<file path="config.mk">
export PLATFORM = sky130hd
export DESIGN_NAME = prog_encoder
export DESIGN_NICKNAME = d
export VERILOG_FILES = /design/src/rtl/mips_pkg.sv /design/src/rtl/instr_pack.sv /design/src/rtl/prog_encoder.sv
export SDC_FILE = /design/constraint.sdc
export NUM_CORES = 1
export LEC_CHECK = 0
export ABC_AREA = 1
export BUFFER_PORTS_ARGS = -buffer_cell sky130_fd_sc_hd__buf_2
export CORE_MARGIN = 2
export CORE_UTILIZATION = 46
export CTS_BUF_LIST = sky130_fd_sc_hd__clkbuf_4 sky130_fd_sc_hd__clkbuf_8
export DETAILED_ROUTE_END_ITERATION = 10
export PLACE_DENSITY = 0.89
export SLEW_MARGIN = 40
export SYNTH_ARGS = -nofsm -noshare
export SYNTH_HDL_FRONTEND = slang
export SYNTH_SLANG_ARGS = --single-unit
</file>
<file path="constraint.sdc">
create_clock -name clk -period 1.68 [get_ports clk]
set_input_delay 0.42 -clock clk [delete_from_list [all_inputs] [get_ports clk]]
set_output_delay 0.42 -clock clk [all_outputs]
set_load 0.02 [all_outputs]
</file>
<file path="src/rtl/mips_pkg.sv">
// Shared MIPS encoding constants and types, used by both the program encoder
// and the instruction decoder so the two sides agree on every field.
package mips_pkg;

    // Primary opcodes (instruction bits 31:26)
    localparam logic [5:0] OP_RTYPE = 6'b000000;
    localparam logic [5:0] OP_ADDIU = 6'b001001;
    localparam logic [5:0] OP_SW    = 6'b101011;
    localparam logic [5:0] OP_LW    = 6'b100011;
    localparam logic [5:0] OP_JAL   = 6'b000011;

    // R-type function code (instruction bits 5:0)
    localparam logic [5:0] FN_ADDU  = 6'b100001;

    // Symbolic instruction kind carried on the request stream; 5..7 are invalid
    typedef enum logic [2:0] {
        K_ADDU  = 3'd0,
        K_ADDIU = 3'd1,
        K_SW    = 3'd2,
        K_LW    = 3'd3,
        K_JAL   = 3'd4
    } kind_e;

    // Encoder control states
    typedef enum logic {
        S_RUN  = 1'b0,
        S_DONE = 1'b1
    } enc_state_e;

endpackage

</file>
<file path="src/rtl/instr_pack.sv">
// Purely combinational packer: turns a symbolic instruction into its 32-bit
// machine word and flags whether the kind is one we know how to encode.
module instr_pack
    import mips_pkg::*;
(
    input  logic [2:0]  kind,
    input  logic [4:0]  rs,
    input  logic [4:0]  rt,
    input  logic [4:0]  rd,
    input  logic [15:0] imm,
    input  logic [25:0] target,
    output logic [31:0] word,
    output logic        kind_ok
);

    // Select the field layout for the requested kind
    always_comb begin
        // NOTE: every output gets a default before the case so that no path
        // leaves it unassigned; otherwise synthesis infers a latch.
        word    = 32'h0000_0000;
        kind_ok = 1'b0;
        case (kind)
            K_ADDU: begin
                word    = {OP_RTYPE, rs, rt, rd, 5'b00000, FN_ADDU};
                kind_ok = 1'b1;
            end
            K_ADDIU: begin
                word    = {OP_ADDIU, rs, rt, imm};
                kind_ok = 1'b1;
            end
            K_SW: begin
                word    = {OP_SW, rs, rt, imm};
                kind_ok = 1'b1;
            end
            K_LW: begin
                word    = {OP_LW, rs, rt, imm};
                kind_ok = 1'b1;
            end
            K_JAL: begin
                word    = {OP_JAL, target};
                kind_ok = 1'b1;
            end
            default: begin
                word    = 32'h0000_0000;
                kind_ok = 1'b0;
            end
        endcase
    end

endmodule

</file>
<file path="src/rtl/prog_encoder.sv">
// Program encoder: accepts one symbolic instruction per cycle, packs it and
// writes the word to the next instruction-memory address. Stops in DONE at the
// end of the program or when memory is full; restart returns it to RUN.
module prog_encoder
    import mips_pkg::*;
#(
    parameter int ADDR_W = 8
) (
    input  logic              clk,
    input  logic              rst,
    input  logic              restart,
    input  logic              in_valid,
    output logic              in_ready,
    input  logic [2:0]        in_kind,
    input  logic [4:0]        in_rs,
    input  logic [4:0]        in_rt,
    input  logic [4:0]        in_rd,
    input  logic [15:0]       in_imm,
    input  logic [25:0]       in_target,
    input  logic              in_last,
    output logic              mem_we,
    output logic [ADDR_W-1:0] mem_addr,
    output logic [31:0]       mem_wdata,
    output logic [ADDR_W:0]   count,
    output logic              done,
    output logic              full,
    output logic              err_kind
);

    // count value when memory is full, and the value just before it
    localparam logic [ADDR_W:0] DEPTH_CNT = {1'b1, {ADDR_W{1'b0}}};
    localparam logic [ADDR_W:0] LAST_CNT  = DEPTH_CNT - {{ADDR_W{1'b0}}, 1'b1};

    enc_state_e        state;
    enc_state_e        next_state;
    logic [31:0]       word;
    logic              kind_ok;
    logic              accept;
    logic [ADDR_W-1:0] ptr;

    instr_pack u_pack (
        .kind    (in_kind),
        .rs      (in_rs),
        .rt      (in_rt),
        .rd      (in_rd),
        .imm     (in_imm),
        .target  (in_target),
        .word    (word),
        .kind_ok (kind_ok)
    );

    // The write pointer is the low part of count: the block stops before it
    // could wrap, so a separate register would always hold the same value.
    assign ptr    = count[ADDR_W-1:0];
    // restart takes priority over a request presented in the same cycle
    assign accept = in_valid && in_ready && !restart;

    // State register
    always_ff @(posedge clk) begin
        // NOTE: sequential state uses non-blocking assignments so every
        // register samples pre-edge values regardless of statement order.
        if (rst) begin
            state <= S_RUN;
        end else begin
            state <= next_state;
        end
    end

    // Next-state: finish on the last instruction or on the write that fills memory
    always_comb begin
        next_state = state;
        if (restart) begin
            next_state = S_RUN;
        end else if (state == S_RUN && accept &&
                     (in_last || (kind_ok && count == LAST_CNT))) begin
            next_state = S_DONE;
        end
    end

    // State-decoded outputs; no path from in_valid to in_ready
    always_comb begin
        in_ready = (state == S_RUN);
        done     = (state == S_DONE);
    end

    assign full = (count == DEPTH_CNT);

    // Write port, counter and sticky error; mem_we is a one-cycle strobe
    always_ff @(posedge clk) begin
        if (rst || restart) begin
            mem_we    <= 1'b0;
            mem_addr  <= '0;
            mem_wdata <= 32'h0000_0000;
            count     <= '0;
            err_kind  <= 1'b0;
        end else begin
            mem_we <= 1'b0;
            if (accept) begin
                if (kind_ok) begin
                    mem_we    <= 1'b1;
                    mem_addr  <= ptr;
                    mem_wdata <= word;
                    count     <= count + {{ADDR_W{1'b0}}, 1'b1};
                end else begin
                    err_kind <= 1'b1;
                end
            end
        end
    end

endmodule
</file>
* After elaboration in Yosys (flattened, before gate mapping)
Cells that the tools add are included.
** Word-level totals
- Flip-flop bits (word level) :: 52
- Input bits :: 65
- Logic and storage cells :: 33
** Operators by class
- $add $sub $neg :: 1
- Eq/ne operators :: 6
- Multiplexer cells :: 3
- Bitwise gates (word level) :: 3
- Reduce and logical (&&, ||, !) cells :: 14
** Operators by type and width (count)
- $pmux 32 s5 :: 1
- $add 9x1->9 const B :: 1
- $eq 9x8->1 const B :: 1
- $eq 9x9->1 const B :: 1
- $eq 3x2->1 const B :: 2
- $logic_and 1x1->1 :: 5
- $reduce_or 5->1 :: 1
- $reduce_and 2->1 :: 2
- $reduce_or 2->1 :: 2
- $eq 3x1->1 const B :: 1
- $eq 3x3->1 const B :: 1
- $logic_not 3->1 :: 1
- $not 1->1 :: 3
- $logic_or 1x1->1 :: 2
- $mux 1 :: 2
- $logic_not 1->1 :: 1

* Logic depth before layout (Yosys ltp)
Gate-level depths: netlist (run 1).
- Depth in word-level cells :: 6
- Gate-level depth with buffers :: 8

* Cells and area by module
Synthesis (run 1) repeated with hierarchy kept, for this count alone.
** Second synthesis, totals
- Cells, all modules :: 369
- Area, all modules :: 2578.7 µm²
** Modules (own cells, without submodules)
- prog_encoder :: instances 1, cells each 262, area an instance 2060.7 µm²
- instr_pack :: instances 1, cells each 107, area an instance 518.0 µm²

* Least setup slack after synthesis (run 1)
OpenSTA, ideal clock, no wires.
- Kind :: reg2out
- Start point :: register count[0]
- End point :: output port full
- Data arrival time :: 1370 ps
- Data required time :: 1260 ps
- Path slack :: -110 ps
- Stages on the path, launching flop included :: 5
- Path through :: dfxtp_1 -> inv_1 -> ha_1 -> nand4_1 -> nor4_1
** On the way
- Word-level cells in the longest chain between the ends :: 1
** Ends and longest elaborated chain
- start, declared :: line prog_encoder.sv:24 : output logic [ADDR_W:0] count,
- start signal, assigned :: line prog_encoder.sv:103 : count <= count + {{ADDR_W{1'b0}}, 1'b1};
- $eq 9x9->1 :: line prog_encoder.sv:86 : assign full = (count == DEPTH_CNT);
- end, declared :: line prog_encoder.sv:26 : output logic full,
No other way between the ends.

* Worst setup path after layout (run 1)
- Start point :: register count[1]
- End point :: output port full
Same word-level chain as after synthesis.

==> impl_metrics.env, run 1 <==
export IMPL_synthArstFlopShare=0
export IMPL_antenna_left=0
export IMPL_synth_edf_count=0
export IMPL_synthMuxAreaShare=0
export IMPL_crit_slowest_cell="dfxtp_2"
export IMPL_clock_sinks=50
export IMPL_synth_top_area_share=0.444
export IMPL_fp_coreArea_um2=4720
export IMPL_grt_pass1_vias=2278
export IMPL_antenna_found_initial=0
export IMPL_irDropWorstVdd_mv=0.416
export IMPL_rsz0062_at_grt="yes"
export IMPL_top_usage_layer="met2"
export IMPL_dpl_cell_count=482
export IMPL_cts_inserted_buffers=5
export IMPL_synth_avg_cell_area_um2=7.27
export IMPL_drc=0
export IMPL_finalSetupViolations=0
export IMPL_drive_above_1_share=0.355
export IMPL_max_freq_mhz=597
export IMPL_port_buffers=116
export IMPL_wirelength_mm=6.25
export IMPL_critPathArrivalTime_ns=1.26
export IMPL_fin_cells=492
export IMPL_start_util=0.477
export IMPL_p_per_area_nw_per_um2=758
export IMPL_synth_most_common_cell="a21oi_1"
export IMPL_hold_path_class="input port to flip-flop"
export IMPL_hold_viol=0
export IMPL_synth_common_cells="a21oi_1, dfxtp_1, nand2_1, o21ai_0, nor2_1"
export IMPL_clkLatencyLatePin_ns=0.30
export IMPL_avgRoutedWirePerCell_um=12.7
export IMPL_path_clk_slew_ns=0.09
export IMPL_fin_nets=492
export IMPL_report_final_slew_viol_count=0
export IMPL_drt_vias_per_instance=5.11
export IMPL_grt_usage=0.229
export IMPL_grt_pass1_wl_mm=9.92
export IMPL_power_uw=2290
export IMPL_worstSetupPathType="flip-flop to output port"
export IMPL_yosys_warnings=0
export IMPL_cap_violations=0
export IMPL_design_area_um2=3020
export IMPL_die_y_um=74.0
export IMPL_cp_end_kind="output port"
export IMPL_gp_congestion=0.839
export IMPL_synthSimpleGateAreaFrac=0.209
export IMPL_cts_tree="yes"
export IMPL_first_pass_iters=4
export IMPL_power_leakage_uw=0.00148
export IMPL_synth_top_family_by_area="compound AO/OA/AOI/OAI gates"
export IMPL_max_stage_delay_ns=0.33
export IMPL_yosys_area_top_type="dfxtp_1"
export IMPL_synthXorXnorAreaFrac=0.00389
export IMPL_io_pins=119
export IMPL_synth_seq_cells=50
export IMPL_grt_max_degree=45
export IMPL_synthTopCellsByArea="dfxtp_1, a21oi_1, o21ai_0"
export IMPL_ys_types=23
export IMPL_clk_path_buf_depth=2
export IMPL_synth_cells=310
export IMPL_dieArea_um2=5470
export IMPL_period_minus_slack_ns=1.68
export IMPL_grt_met1_usage=0.289
export IMPL_synthesis_area_um2=2250
export IMPL_dr_total_vias=2516
export IMPL_drtIter0Drc=144
export IMPL_yosysSeqAreaShare=0.444
export IMPL_use_met2=0.377
export IMPL_areaGrowthSynthToFinish_pct=34.2
export IMPL_clock_skew_ns=0.00843
export IMPL_worstPathCellList="inv_2, ha_1, nand4_1, nor4_2, buf_4"
export IMPL_crit_required_ns=1.26
export IMPL_synth_compound_area_frac=0.229
export IMPL_die_x_um=74.0
export IMPL_placed_cell_area_um2=2910
export IMPL_outcome="finished clean"
export IMPL_cts_root_buf="clkbuf_8"
export IMPL_crit_fanout=3
export IMPL_synthAdderAreaFrac=0.0167
export IMPL_h_tree_depth=2
export IMPL_dp_hpwl_mm=4.48
export IMPL_crit_path_start_kind="flip-flop"
export IMPL_use_met3=0.0447
export IMPL_grt_overflow_total=0
export IMPL_rows=25
export IMPL_fillerInstances=411
export IMPL_n_antenna_cell=0
export IMPL_fin_crit_sh=0.998
export IMPL_ys_flop_type="dfxtp_1"
==> routing by layer <==
layer  share of wire  routed length (um)  vias to the layer above
li1                -                   -                     1263
met1            0.42                2600                     1110
met2            0.48                2970                      127
met3           0.085                 531                       16
met4           0.024                 147                        0
met5               0                   0                        -
==> metrics by stage <==
step	TNS, ns	worst slack (ns)	hold WS [ns]	utilization
4_1_cts	-0.0170	-0.0170	0.348	0.639
3_5_place_dp	0	0.184	0.463	0.615
6_report	0	0.00400	0.357	0.640
2_1_floorplan	0	0.111	0.536	-
5_1_grt	-0.0896	-0.0896	0.355	0.640
3_3_place_gp	0	0.213	0.461	0.615
==> sequential cells by signal, summed over array words and instances (netlist names) <==
register   count
mem_addr       8
mem_we         1
count          9
mem_wdata     30
err_kind       1
done           1
==> final cells by class <==
type | instances | area (um^2) | share of cell area
inverter | 23 | 86.3 | 0.0286
sequential | 50 | 1000 | 0.332
tap | 67 | 83.8 | 0.0277
clock buffer | 6 | 82.6 | 0.0273
multi-input combinational | 217 | 1050 | 0.347
clock inverter | 2 | 12.5 | 0.00414
timing repair buffer | 127 | 703 | 0.233
==> placed cells by master (no fill, tap or decap), drive strengths merged <==
master,n
nor4,2
dfxtp,50
nand3,21
nor3,1
o21ai,41
a21oi,61
inv,23
clkbuf,6
clkinvlp,1
conb,2
ha,3
nand2,52
clkinv,1
nor2,28
nand4,4
a31oi,1
xnor2,1
buf,127
==> worst paths after layout <==
| kind | startpoint | end | slack (ns) | cells past startpoint |
|---|---|---|---|---|
| worst min register to register | mem_wdata[31] | mem_wdata[31] | 0.47 | 2 |
| worst max-delay path | count[1] | full | 0.004 | 5 |
| worst max register to register | count[0] | count[8] | 0.18 | 6 |
| worst min-delay path | in_target[25] | mem_wdata[25] | 0.36 | 3 |
==> critical path: cells and delay by family (launching register included) <==
kind | cells | cell delay, ns
fa+ha+maj | 1 | 0.13
buf+inv | 2 | 0.23
flops | 1 | 0.33
simple gates | 2 | 0.26
==> logic make-up after synthesis <==
group,after synthesis
and+or+nand+nor,108
AOI/OAI and AO/OA,103
DFF,50
buffers and inverters,44
adders and majority gates,3
xor gates and xnor gates,1
other,1
==> power by group <==
part / total, uW / switching, uW / leakage [uW] / internal [uW]
clock: 729 / 397 / 0.0000472 / 332
combinational: 338 / 200 / 0.00103 / 137
sequential: 1220 / 14.1 / 0.000406 / 1210
==> what timing repair did <==
item / CTS / global route
gates resized for setup: 4 / 1
hold buffers: 0 / 0
setup endpoints to repair: 1 / 1
setup buffers: 2 / 0
(Power assumes the default switching activity.)
==> run 2: changes to the inputs <==
- CORE_UTILIZATION: 46 -> 50
- PLACE_DENSITY: 0.89 -> 0.95
- clock period: 1.68 -> 2 ns (I/O delays scaled with it)
==> run 2 against run 1 <==
  * First-iteration DRC count decreased by 13%
  * Die area is 7.6% lower
  * Via count is 0.20% higher
  * Register-to-register slack improved by 0.36 ns
  * Cell count down 3.7%
  * Sequential share of layout area is 0.50 points higher
  * Routed wire length down 2.7%
  * Worst hold slack improved by 0.080 ns
  * Critical path depth unchanged
  * Count of clock-buffer cells in the layout unchanged
  * Core utilization grew 4.2 points
  * Critical endpoint unchanged
  * Largest power group unchanged
  * Highest routed layer unchanged
==> impl_metrics.env, run 2 (same netlist as run 1, synthesis figures left out) <==
export IMPL_outcome="finished clean"
export IMPL_start_util=0.517
export IMPL_drc=0
export IMPL_antenna_left=0
export IMPL_dr_total_vias=2521
export IMPL_holdWs_ns=0.437
export IMPL_clkLatencyLatePin_ns=0.30
export IMPL_die_x_um=71.1
export IMPL_dpl_cell_count=466
export IMPL_rsz0062_at_grt="no"
export IMPL_p_per_area_nw_per_um2=681
export IMPL_io_pins=119
export IMPL_report_final_slew_viol_count=0
export IMPL_fin_setup_tns_ns=0
export IMPL_irDropWorstVdd_mv=0.427
export IMPL_grt_usage=0.235
export IMPL_finalSetupViolations=0
export IMPL_gp_congestion=0.832
export IMPL_mostFrequentLayoutCell="buf_2"
export IMPL_power_switching_uw=509
export IMPL_wirelength_mm=6.08
export IMPL_final_cell_mix="buf_2, a21oi_1, dfxtp_1"
export IMPL_areaGrowthSynthToFinish_pct=31.8
export IMPL_crit_required_ns=1.50
export IMPL_period_minus_slack_ns=1.87
export IMPL_cts_inserted_buffers=5
export IMPL_power_uw=2020
export IMPL_regToRegStartpoint="count[4]"
export IMPL_grt_pass1_wl_mm=9.64
export IMPL_dieArea_um2=5060
export IMPL_reg_top3="mem_wdata (30), count (9), mem_addr (8)"
export IMPL_drive_above_1_share=0.344
export IMPL_top_register="mem_wdata"
export IMPL_h_tree_depth=2
export IMPL_hold_path_class="input port to flip-flop"
export IMPL_antenna_found_initial=0
export IMPL_p_seq_frac=0.509
export IMPL_reg2reg_depth=4
export IMPL_port_buffers=116
export IMPL_max_freq_mhz=535
export IMPL_dp_hpwl_mm=4.44
export IMPL_crit_fanout=4
export IMPL_fin_nets=489
export IMPL_reg2reg_slack_ns=0.54
export IMPL_intPower_uw=1510
export IMPL_grt_overflow_total=0
export IMPL_die_y_um=71.1
export IMPL_drt_vias_per_instance=5.32
export IMPL_p_comb_frac=0.136
export IMPL_cts_root_buf="clkbuf_8"
export IMPL_grt_max_degree=42
export IMPL_fin_crit_sh=0.935
export IMPL_first_pass_iters=4
export IMPL_clkPwrFrac=0.355
export IMPL_r2r_end="count[8]"
export IMPL_ctsHoldBuffers=0
export IMPL_cp_end_kind="output port"
export IMPL_cts_tree="yes"
export IMPL_fp_coreArea_um2=4350
export IMPL_path_clk_slew_ns=0.09
export IMPL_n_antenna_cell=0
export IMPL_cap_violations=0
export IMPL_clock_sinks=50
export IMPL_whs_path_depth=3
export IMPL_fin_cells=474
export IMPL_critPathArrivalTime_ns=1.37
export IMPL_largest_reg_flops=30
export IMPL_crit_path_start_kind="flip-flop"
export IMPL_power_leakage_uw=0.00147
export IMPL_worstSetupPathType="flip-flop to output port"
export IMPL_avgRoutedWirePerCell_um=12.8
export IMPL_p_sw_frac=0.252
export IMPL_grt_pass1_vias=2276
export IMPL_min_to="mem_wdata[23]"
export IMPL_drtIter0Drc=125
export IMPL_clk_path_buf_depth=2
export IMPL_rows=24
export IMPL_hold_viol=0
export IMPL_min_from="in_target[23]"
export IMPL_clock_skew_ns=0.00817
## run 2: critical path, stage by stage (launching register included)
cell and delay [ns]:
dfxtp_1 0.35, inv_1 0.10, ha_1 0.15, nand4_1 0.12
nor4_2 0.14, buf_2 0.20
## run 2: layer usage
metal,global-route usage,vias to the layer above,share of wire
li1,-,1251,-
met1,0.281,1152,0.41
met2,0.416,111,0.49
met3,0.0470,7,0.085
met4,0.0881,0,0.010
met5,0,-,0
## run 2: metrics by stage
step                setup slack [ns]  utilization  instance area [um^2]
finish                         0.129        0.682                  2970
global route                  0.0160        0.682                  2970
global placement               0.414        0.654                  2850
CTS                           0.0355        0.680                  2960
floorplan                      0.130            -                  2260
detailed placement             0.333        0.654                  2850
## run 2: power groups by stage
stage               sequential (uW)  combinational [uW]  clock [uW]
floorplan                      1080                 133           0
global placement               1050                 267           0
detailed placement             1050                 273           0
CTS                            1030                 274         732
global route                   1030                 304         768
finish                         1030                 274         718
## run 2: area by class of cell
cell class / count / area, um^2
inverter: 23 / 86.3
tap: 52 / 65.1
multi-input combinational: 217 / 1050
clock inverter: 2 / 37.5
sequential: 50 / 1000
timing repair buffer: 124 / 653
fill: 363 / 1390
clock buffer: 6 / 76.3
## run 2: repair_timing
item | in CTS | in global routing
hold endpoints to repair | 0 | 0
setup endpoints to repair | 0 | 1
setup buffers | 0 | 0
resized for setup | 0 | 2
## run 2: how the worst max path moves through the flow
| stage | endpoint | cells after the start | slack, ns | startpoint |
|---|---|---|---|---|
| final | full | 5 | 0.13 | count[1] |
| after global routing | full | 5 | 0.02 | count[1] |
| after CTS | full | 5 | 0.04 | count[0] |
| after detailed placement | mem_addr[4] | 7 | 0.33 | in_kind[1] |
| after global placement | full | 5 | 0.41 | count[0] |
| after floorplan | full | 4 | 0.13 | count[0] |
